--- config.mk ---
export PLATFORM = sky130hd
export DESIGN_NAME = button_debounce
export DESIGN_NICKNAME = d
export VERILOG_FILES = /design/src/rtl/button_debounce.sv
export SDC_FILE = /design/constraint.sdc
export NUM_CORES = 1
export LEC_CHECK = 0
export ABC_AREA = 1
export CAP_MARGIN = 30
export CORE_ASPECT_RATIO = 0.6
export CORE_MARGIN = 5
export CORE_UTILIZATION = 41
export CTS_CLUSTER_SIZE = 10
export DETAILED_ROUTE_END_ITERATION = 10
export HOLD_SLACK_MARGIN = 0.12
export PLACE_DENSITY_LB_ADDON = 0.1
export SKIP_CTS_REPAIR_TIMING = 1
export SYNTH_ARGS = -nofsm -noshare
export SYNTH_HDL_FRONTEND = slang
export SYNTH_SLANG_ARGS = --single-unit
--- constraint.sdc ---
create_clock -name clk -period 5.3 [get_ports clk]
set_clock_uncertainty 0.1 [all_clocks]
set_input_delay 1.325 -clock clk [delete_from_list [all_inputs] [get_ports clk]]
set_output_delay 1.325 -clock clk [all_outputs]
set_load 0.01 [all_outputs]
--- src/rtl/button_debounce.sv ---
// Push-button conditioner: two-flop synchronizer, press/release qualification FSM,
// single-cycle press/release/long-press pulses and a run/pause toggle.
module button_debounce #(
    parameter int CNT_MAX  = 10000,
    parameter int LONG_MAX = 50000000
) (
    input  logic clk,
    input  logic rst,
    input  logic key_in,
    output logic key_level,
    output logic press_pulse,
    output logic release_pulse,
    output logic long_pulse,
    output logic toggle
);

    localparam int CW = $clog2(CNT_MAX);
    localparam int HW = $clog2(LONG_MAX);
    localparam logic [CW-1:0] CNT_LAST  = CW'(CNT_MAX - 1);
    localparam logic [HW-1:0] HCNT_LAST = HW'(LONG_MAX - 1);

    typedef enum logic [1:0] {
        IDLE,
        PRESS_WAIT,
        PRESSED,
        RELEASE_WAIT
    } state_t;

    state_t        state_q, state_d;
    logic          s1_q, s1_d;
    logic          s2_q, s2_d;
    logic [CW-1:0] cnt_q, cnt_d;
    logic [HW-1:0] hcnt_q, hcnt_d;
    logic          long_done_q, long_done_d;
    logic          key_level_q, key_level_d;
    logic          press_q, press_d;
    logic          release_q, release_d;
    logic          long_q, long_d;
    logic          toggle_q, toggle_d;
    logic          holding;
    logic          release_accept;

    always_comb begin
        s1_d           = key_in;
        s2_d           = s1_q;
        state_d        = state_q;
        cnt_d          = cnt_q;
        hcnt_d         = hcnt_q;
        long_done_d    = long_done_q;
        key_level_d    = key_level_q;
        press_d        = 1'b0;
        release_d      = 1'b0;
        long_d         = 1'b0;
        toggle_d       = toggle_q;
        release_accept = 1'b0;
        holding        = (state_q == PRESSED) || (state_q == RELEASE_WAIT);

        // The hold timer keeps running through release bounces so they never restart it.
        if (holding && (hcnt_q != HCNT_LAST)) begin
            hcnt_d = hcnt_q + HW'(1);
        end

        case (state_q)
            IDLE: begin
                if (s2_q) begin
                    state_d = PRESS_WAIT;
                    cnt_d   = '0;
                end
            end
            PRESS_WAIT: begin
                if (!s2_q) begin
                    state_d = IDLE;
                end else if (cnt_q == CNT_LAST) begin
                    state_d     = PRESSED;
                    hcnt_d      = '0;
                    long_done_d = 1'b0;
                    key_level_d = 1'b1;
                    press_d     = 1'b1;
                    toggle_d    = ~toggle_q;
                end else begin
                    cnt_d = cnt_q + CW'(1);
                end
            end
            PRESSED: begin
                if (!s2_q) begin
                    state_d = RELEASE_WAIT;
                    cnt_d   = '0;
                end
            end
            RELEASE_WAIT: begin
                if (s2_q) begin
                    state_d = PRESSED;
                end else if (cnt_q == CNT_LAST) begin
                    state_d        = IDLE;
                    key_level_d    = 1'b0;
                    release_d      = 1'b1;
                    release_accept = 1'b1;
                end else begin
                    cnt_d = cnt_q + CW'(1);
                end
            end
            default: begin
                state_d = IDLE;
            end
        endcase

        // An accepted release in the same cycle suppresses the long-press pulse.
        if (holding && (hcnt_q == HCNT_LAST) && !long_done_q && !release_accept) begin
            long_d      = 1'b1;
            long_done_d = 1'b1;
        end
    end

    always_ff @(posedge clk) begin
        if (!rst) begin
            state_q     <= IDLE;
            s1_q        <= 1'b0;
            s2_q        <= 1'b0;
            cnt_q       <= '0;
            hcnt_q      <= '0;
            long_done_q <= 1'b0;
            key_level_q <= 1'b0;
            press_q     <= 1'b0;
            release_q   <= 1'b0;
            long_q      <= 1'b0;
            toggle_q    <= 1'b0;
        end else begin
            state_q     <= state_d;
            s1_q        <= s1_d;
            s2_q        <= s2_d;
            cnt_q       <= cnt_d;
            hcnt_q      <= hcnt_d;
            long_done_q <= long_done_d;
            key_level_q <= key_level_d;
            press_q     <= press_d;
            release_q   <= release_d;
            long_q      <= long_d;
            toggle_q    <= toggle_d;
        end
    end

    assign key_level     = key_level_q;
    assign press_pulse   = press_q;
    assign release_pulse = release_q;
    assign long_pulse    = long_q;
    assign toggle        = toggle_q;

    a_no_press_and_release: assert property (@(posedge clk) disable iff (!rst)
        !(press_pulse && release_pulse));
    a_press_one_cycle: assert property (@(posedge clk) disable iff (!rst)
        press_pulse |=> !press_pulse);
    a_release_one_cycle: assert property (@(posedge clk) disable iff (!rst)
        release_pulse |=> !release_pulse);
    a_long_one_cycle: assert property (@(posedge clk) disable iff (!rst)
        long_pulse |=> !long_pulse);

endmodule

; Yosys cells after proc, flatten, opt, wreduce, memory -nomap -nowiden
; Cells that the tools add are included.
[op_classes]
reduce_logical = 18
bitwise = 1
add_sub_neg = 2
muxes = 29
n_eq_ne = 14
[op_table]
columns = operator, count
row1 = 26-bit 2-to-1 mux, 4
row2 = 14-bit 2-to-1 mux, 5
row3 = 14-bit case mux with 4 select lines, 1
row4 = 26-bit by 1-bit adder with 26-bit output (second input constant), 1
row5 = 26-bit == test (second input constant), 1
row6 = 26-bit != test (second input constant), 1
row7 = 14-bit by 1-bit adder with 14-bit output (second input constant), 1
row8 = 14-bit == test (second input constant), 1
row9 = 2-bit 2-to-1 mux, 6
row10 = 1-bit 2-to-1 mux, 11
row11 = 2-bit != test (second input constant), 5
row12 = 3-bit AND reduction, 3
row13 = 2-bit case mux with 4 select lines, 1
row14 = 4-bit AND reduction, 2
row15 = 2-bit nonzero test, 4
row16 = 5-bit AND reduction, 1
row17 = 2-bit == test (second input constant), 2
row18 = 1-bit logical AND, 4
row19 = 3-bit by 2-bit != test with 1-bit output (second input constant), 1
row20 = 3-bit != test (second input constant), 1
row21 = 2-bit by 1-bit == test with 1-bit output (second input constant), 1
row22 = 1-bit zero test, 2
row23 = 2-bit zero test, 1
row24 = 2-bit by 1-bit != test with 1-bit output (second input constant), 1
row25 = other kinds (3), 3
[totals]
output_inout_bits = 5
regBits = 50
inputBits = 3

; Depth between registers and ports, before layout
; Gate-level depths: netlist (run 1).
[depth]
depth_word = 8
ltp_mapped = 13
depth_no_buf = 12

; Worst setup path before layout (run 1)
; OpenSTA, ideal clock, no wires.
[synth_path]
path_kind = input port to flip-flop
from = input port rst
to = register hcnt_q[8]
t_required_ns = 5.136
path_slack_ns = 2.972
stages = 6
arrival_ns = 2.164
cell_sequence = clkbuf_1 -> o21ai_4 -> inv_2 -> buf_2 -> nand2_1 -> nor2_1
[synth_lines]
columns = element, line
row1 = from (decl), 8  ; input logic rst,
row2 = to (signal assigned), 132  ; hcnt_q <= hcnt_d;
row3 = to (decl), 33  ; logic [HW-1:0] hcnt_q, hcnt_d;

==> impl_metrics.json, run 1 <==
{
  "grt_pass1_vias": 2128,
  "rrSetupSlack_ns": 2.92,
  "dr_total_vias": 2496,
  "met3_usage_pct": 4.115,
  "netlist_instances": 435,
  "drt_iter0_drc": 180,
  "synth_warnings": 0,
  "swShare_pct": 22.44,
  "instances_no_fill": 528,
  "crit_required_ns": 5.42,
  "slowest_delay_ns": 0.72,
  "tns_ns": 0,
  "design_area_sq_um": 3030,
  "max-cap-violations": 0,
  "grt_max_degree": 23,
  "tightestPinTransition_ns": 0.4634,
  "use_met2_pct": 19.57,
  "die-area_sq_um": 8541,
  "grt_pass1_wl_um": 11000,
  "crit-reg2reg-launch": "hcnt_q[1]",
  "hold_depth": 2,
  "reg2reg_to": "hcnt_q[14]",
  "cts_num_sinks": 50,
  "ios": 8,
  "fp.dieW_um": 116.0,
  "path_clk_slew_ns": 0.07,
  "cp_slowest_cell": "clkdlybuf4s50_1",
  "row_count": 23,
  "yosysUniqueCellTypes": 30,
  "worst-path-buf-inv": 2,
  "netlist_area_sq_um": 2765,
  "ys_seq_area_share_pct": 36.20,
  "power.density_nw_per_um2": 238.1,
  "start_kind": "primary input",
  "dpl-instance-area_sq_um": 2880,
  "synthArstFlopShare_pct": 0,
  "grt_busiest_layer": "met1",
  "min_period_ns": 2.728,
  "root_buffer": "clkbuf_16",
  "arrival_ns": 2.85,
  "areaGrowthSynthToFinish_pct": 9.593,
  "synth_edf_count": 0,
  "hold_start": "s1_q",
  "period_share_pct": 51.48,
  "dpl.hpwl_um": 4861,
  "status": "finished, final reports clean",
  "clock_power_share_pct": 44.9,
  "overflow": 0,
  "p_int_w": 0.0005597,
  "antenna_found_initial": 0,
  "antenna_left": 0,
  "p_sw_w": 0.0001619,
  "place_congestion": 0.8999,
  "p_comb_share_pct": 2.7,
  "die_h_um": 73.62,
  "drive_gt1_share_pct": 6.803,
  "grtUsageTotal_pct": 16.70,
  "htreeDepth": 2,
  "wl_um": 6493,
  "initial_core_util_pct": 41.78,
  "cts_tree": "built",
  "antenna-diode-count": 0,
  "grt_setup_unrepaired": "false",
  "vias_per_cell": 4.727,
  "drc": 0,
  "path_class": "primary input to flop",
  "ys_ff_latch": 50,
  "path_cells": "clkdlybuf4s50_1 > o21ai_4 > inv_2 > o21ai_0 > a21oi_1",
  "hold_viol_final": 0,
  "hp-class": "flop to flop",
  "first_pass_iters": 5,
  "syn_avg_cell_area_sq_um": 6.357,
  "cts_buffer_depth": 2,
  "core_sq_um": 6619,
  "use_met1_pct": 28.58,
  "seqPwrFrac_pct": 52.4,
  "fmaxAchievable_mhz": 366.5,
  "nets": 445,
  "cp_max_fo": 15,
  "rr_worst_depth": 12,
  "syn-num-nets": 440,
  "maxSlewViolCount": 0,
  "io_buffers": 7,
  "dp.cells": 520,
  "wl_per_cell_um": 12.30,
  "slew_headroom_pct": 68.99,
  "post-route-util_pct": 45.78,
  "cp-end-kind": "flop",
  "cp_top_family": "buffers and inverters",
  "vdd_drop_max_v": 0.0001349,
  "holdPathEnd": "s2_q",
  "cts_buffers": 5,
  "leakagePower_nw": 1.131,
  "setup_violations": 0,
  "worstSkewPairLatency_ns": 0.29,
  "synth-main-ff-cell": "dfxtp_1",
  "fillers": 726
}
## cell families after synthesis
logic type / after synthesis / synth area share (%)
compound gates: 38 / 8.326
fa+ha+maj: 2 / 0.9048
xor+xnor: 6 / 1.900
flops: 50 / 36.20
simple gates: 279 / 43.44
buf+inv: 60 / 9.230
## power by group through the flow
stage / Sequential [W] / Combinational, W / Clock, W
after floorplan: 0.000387 / 0.0000150 / 0
after global placement: 0.000387 / 0.0000191 / 0
after detailed placement: 0.000387 / 0.0000195 / 0
after CTS: 0.000378 / 0.0000196 / 0.000338
after global routing: 0.000378 / 0.0000218 / 0.000354
final: 0.000378 / 0.0000193 / 0.000324
## cells in the mapped netlist, drive strengths merged, types with 2 or more instances
| master | n | area (sq um) |
|---|---|---|
| a21oi | 20 | 100.1 |
| buf | 8 | 60.05 |
| dfxtp | 50 | 1001 |
| ha | 2 | 25.02 |
| inv | 51 | 191.4 |
| nand2 | 145 | 559.3 |
| nand3 | 22 | 122.6 |
| nand3b | 7 | 52.55 |
| nand4 | 8 | 50.05 |
| nor2 | 88 | 357.8 |
| nor3 | 6 | 40.04 |
| o21ai | 11 | 77.57 |
| o21bai | 5 | 37.54 |
| or2 | 2 | 12.51 |
| xor2 | 5 | 43.79 |
## state kept, by name (all words and copies together) (netlist names), named ones only
| signal | cells |
|---|---|
| cnt_q | 14 |
| toggle | 1 |
| hcnt_q | 26 |
| s1_q | 1 |
| state_q | 1 |
| key_level | 1 |
| long_done_q | 1 |
| long_pulse | 1 |
| s2_q | 1 |
| release_pulse | 1 |
| press_pulse | 1 |
## per-stage QoR
step | setup WS, ns | hold slack [ns] | power (W)
final | 2.572 | 0.3149 | 0.0007216
after global routing | 2.437 | 0.3292 | 0.0007543
after CTS | 2.543 | 0.3189 | 0.0007359
after detailed placement | 2.243 | 0.3014 | 0.0004067
after global placement | 2.293 | 0.2995 | 0.0004063
after floorplan | 2.972 | 0.2905 | 0.0004019
## cell type report
class	instances	area [sq um]	area share [%]
multi-input combinational	325	1509	49.79
sequential	50	1001	33.03
inverter	51	191.4	6.317
clock buffer	5	125.1	4.129
tap	87	108.9	3.592
timing repair buffer	7	70.07	2.312
clock inverter	3	25.02	0.8258
## metal layers
layer,up-vias,share of wire (%)
met4,0,0.80
met1,1076,61
met5,-,0
met3,4,5.6
li1,1365,-
met2,51,33
## placed cells by master (no fill, tap or decap), types with 5 or more instances in the layout
cell	count
inv_2	6
nor2_2	5
a21oi_1	20
xor2_1	5
o21bai_1	5
o21ai_0	9
dfxtp_1	50
inv_1	45
nand4_1	8
clkdlybuf4s50_1	7
clkbuf_16	5
nand3b_1	7
nand2_1	141
nand3_1	21
nor2_1	81
## worst max-delay path by stage
stage	startpoint	endpoint	cells past startpoint
global placement	rst	hcnt_q[0]	5
floorplan	rst	hcnt_q[8]	6
finish	rst	hcnt_q[0]	5
detailed placement	rst	hcnt_q[0]	5
CTS	rst	hcnt_q[0]	5
global route	rst	hcnt_q[0]	5
## worst register-to-register path: stages (launching register included)
cell     delay (ns)
dfxtp_1        0.35
ha_1           0.28
inv_1          0.11
nor2_2         0.15
nand2_2        0.10
nor2_4         0.10
nand3_4        0.11
nand2_2        0.37
inv_2          0.29
nand2_1        0.16
nand2_1        0.06
nand2_1        0.05
nor2_1         0.04
(Power assumes the default switching activity.)
==> inputs of run 2 (changes only) <==
clock period = 2.6 ns   (was 5.3 ns; I/O delays follow)
==> run 2 against run 1 <==
  * Largest cell class unchanged
  * First-iteration DRC count rose by 22%
  * Critical endpoint is now long_done_q
  * Cell count rose by 0.57%
  * Via count rose by 2.4%
==> impl_metrics.json, run 2 (synthesis gave the netlist of run 1 again) <==
{
  "worstSkewPairLatency_ns": 0.29,
  "maxSlewViolCount": 0,
  "place_congestion": 0.9153,
  "largest_register_ffs": 26,
  "crit_required_ns": 2.69,
  "drt_iter0_drc": 219,
  "layout_common_cells": "nand2_1, nor2_1, dfxtp_1",
  "grt_max_degree": 22,
  "hp-class": "flop to flop",
  "top_register": "hcnt_q",
  "antenna-diode-count": 0,
  "cts_buffer_depth": 2,
  "leakagePower_nw": 1.155,
  "power_w": 0.001514,
  "instances_no_fill": 531,
  "max-cap-violations": 0,
  "tightestPinTransition_ns": 0.4397,
  "areaGrowthSynthToFinish_pct": 10.81,
  "initial_core_util_pct": 41.78,
  "grt_pass1_wl_um": 11150,
  "die-area_sq_um": 8541,
  "root_buffer": "clkbuf_16",
  "mostFrequentLayoutCell": "nand2_1",
  "path_cells": "ha_1 > nand3_1 > nor2_1 > nand2_2 > o21ai_4 > inv_2 > a21o_1",
  "start_kind": "flop",
  "cp.depth": 7,
  "period_share_pct": 81.58,
  "cts_buffers": 5,
  "slew_headroom_pct": 70.58,
  "nets": 448,
  "antenna_found_initial": 0,
  "dp.cells": 523,
  "use_met2_pct": 19.18,
  "path_clk_slew_ns": 0.07,
  "rr_worst_depth": 7,
  "power.density_nw_per_um2": 494.1,
  "fmaxAchievable_mhz": 471.4,
  "vias_per_cell": 4.812,
  "cts_num_sinks": 50,
  "dr_total_vias": 2555,
  "vdd_drop_max_v": 0.0003608,
  "overflow": 0,
  "die_h_um": 73.62,
  "use_met1_pct": 28.30,
  "slowest_delay_ns": 0.40,
  "grt_pass1_vias": 2149,
  "cp-end-kind": "flop",
  "cp_slowest_cell": "o21ai_4",
  "cp_top_family": "compound AO/OA/AOI/OAI gates",
  "met3_usage_pct": 4.527,
  "hold_depth": 2,
  "htreeDepth": 2,
  "setup_violations": 0,
  "fp.dieW_um": 116.0,
  "reg_top3": "hcnt_q (26), cnt_q (14)",
  "drc": 0,
  "hold_viol_final": 0,
  "first_pass_iters": 5,
  "grtUsageTotal_pct": 16.71,
  "wl_um": 6571,
  "min_period_ns": 2.121,
  "cts_tree": "built",
  "grt_busiest_layer": "met1",
  "tns_ns": 0,
  "worst-path-buf-inv": 1,
  "wl_per_cell_um": 12.37,
  "grt_setup_unrepaired": "false",
  "status": "finished, final reports clean",
  "cp_max_fo": 15,
  "row_count": 23,
  "ios": 8,
  "antenna_left": 0,
  "io_buffers": 7,
  "dpl.hpwl_um": 4932,
  "core_sq_um": 6619,
  "arrival_ns": 2.21,
  "drive_gt1_share_pct": 7.432,
  "path_class": "flop to flop"
}
-- run 2: changes by cell type in the layout (fill, tap and decap cells not counted), sizes merged --
cell and delta:
inv -1, clkinvlp -1, buf +3, clkbuf +2
-- run 2: worst min-delay path, delay by kind of cell, from the launching register on --
family                 cells  cell delay, ns
DFF                        1            0.31
and+or+nand+nor            1            0.05
buffers and inverters      1            0.04
-- run 2: metal layers --
metal,routed length [um],part of all wire (%),up-vias
met5,0,0,-
met4,46,0.70,0
met3,511,7.8,5
met2,2124,32,83
met1,3888,59,1099
li1,-,-,1368
-- run 2: stage by stage --
step / setup slack (ns) / utilization (%) / hold WS (ns) / cell area [sq um]
finish: 0.4789 / 46.29 / 0.3222 / 3064
global route: 0.3109 / 46.29 / 0.3714 / 3064
CTS: 0.4669 / 46.29 / 0.3245 / 3064
detailed placement: 0.4809 / 43.86 / 0.3085 / 2903
global placement: 0.5426 / 43.86 / 0.2978 / 2903
floorplan: 0.9248 / - / 0.2905 / 2765
-- run 2: area by class of cell --
type	instances	area, sq um
multi-input cells	325	1509
repair buffers	10	92.59
fillers	701	3555
clock inverters	1	8.758
clock buffers	7	152.6
inverters	51	191.4
flip-flops and latches	50	1001
well taps	87	108.9
-- run 2: power breakdown --
group | internal, W | total, W | switching (W)
Combinational | 0.0000115 | 0.0000400 | 0.0000284
Sequential | 0.000769 | 0.000772 | 0.00000300
Clock | 0.000411 | 0.000702 | 0.000291
-- run 2: path summary, 6_finish.rpt --
kind             from          end  slack (ns)
min              s1_q         s2_q        0.32
max          cnt_q[0]  long_done_q        0.48
max reg2reg  cnt_q[0]  long_done_q        0.48
min reg2reg      s1_q         s2_q        0.32
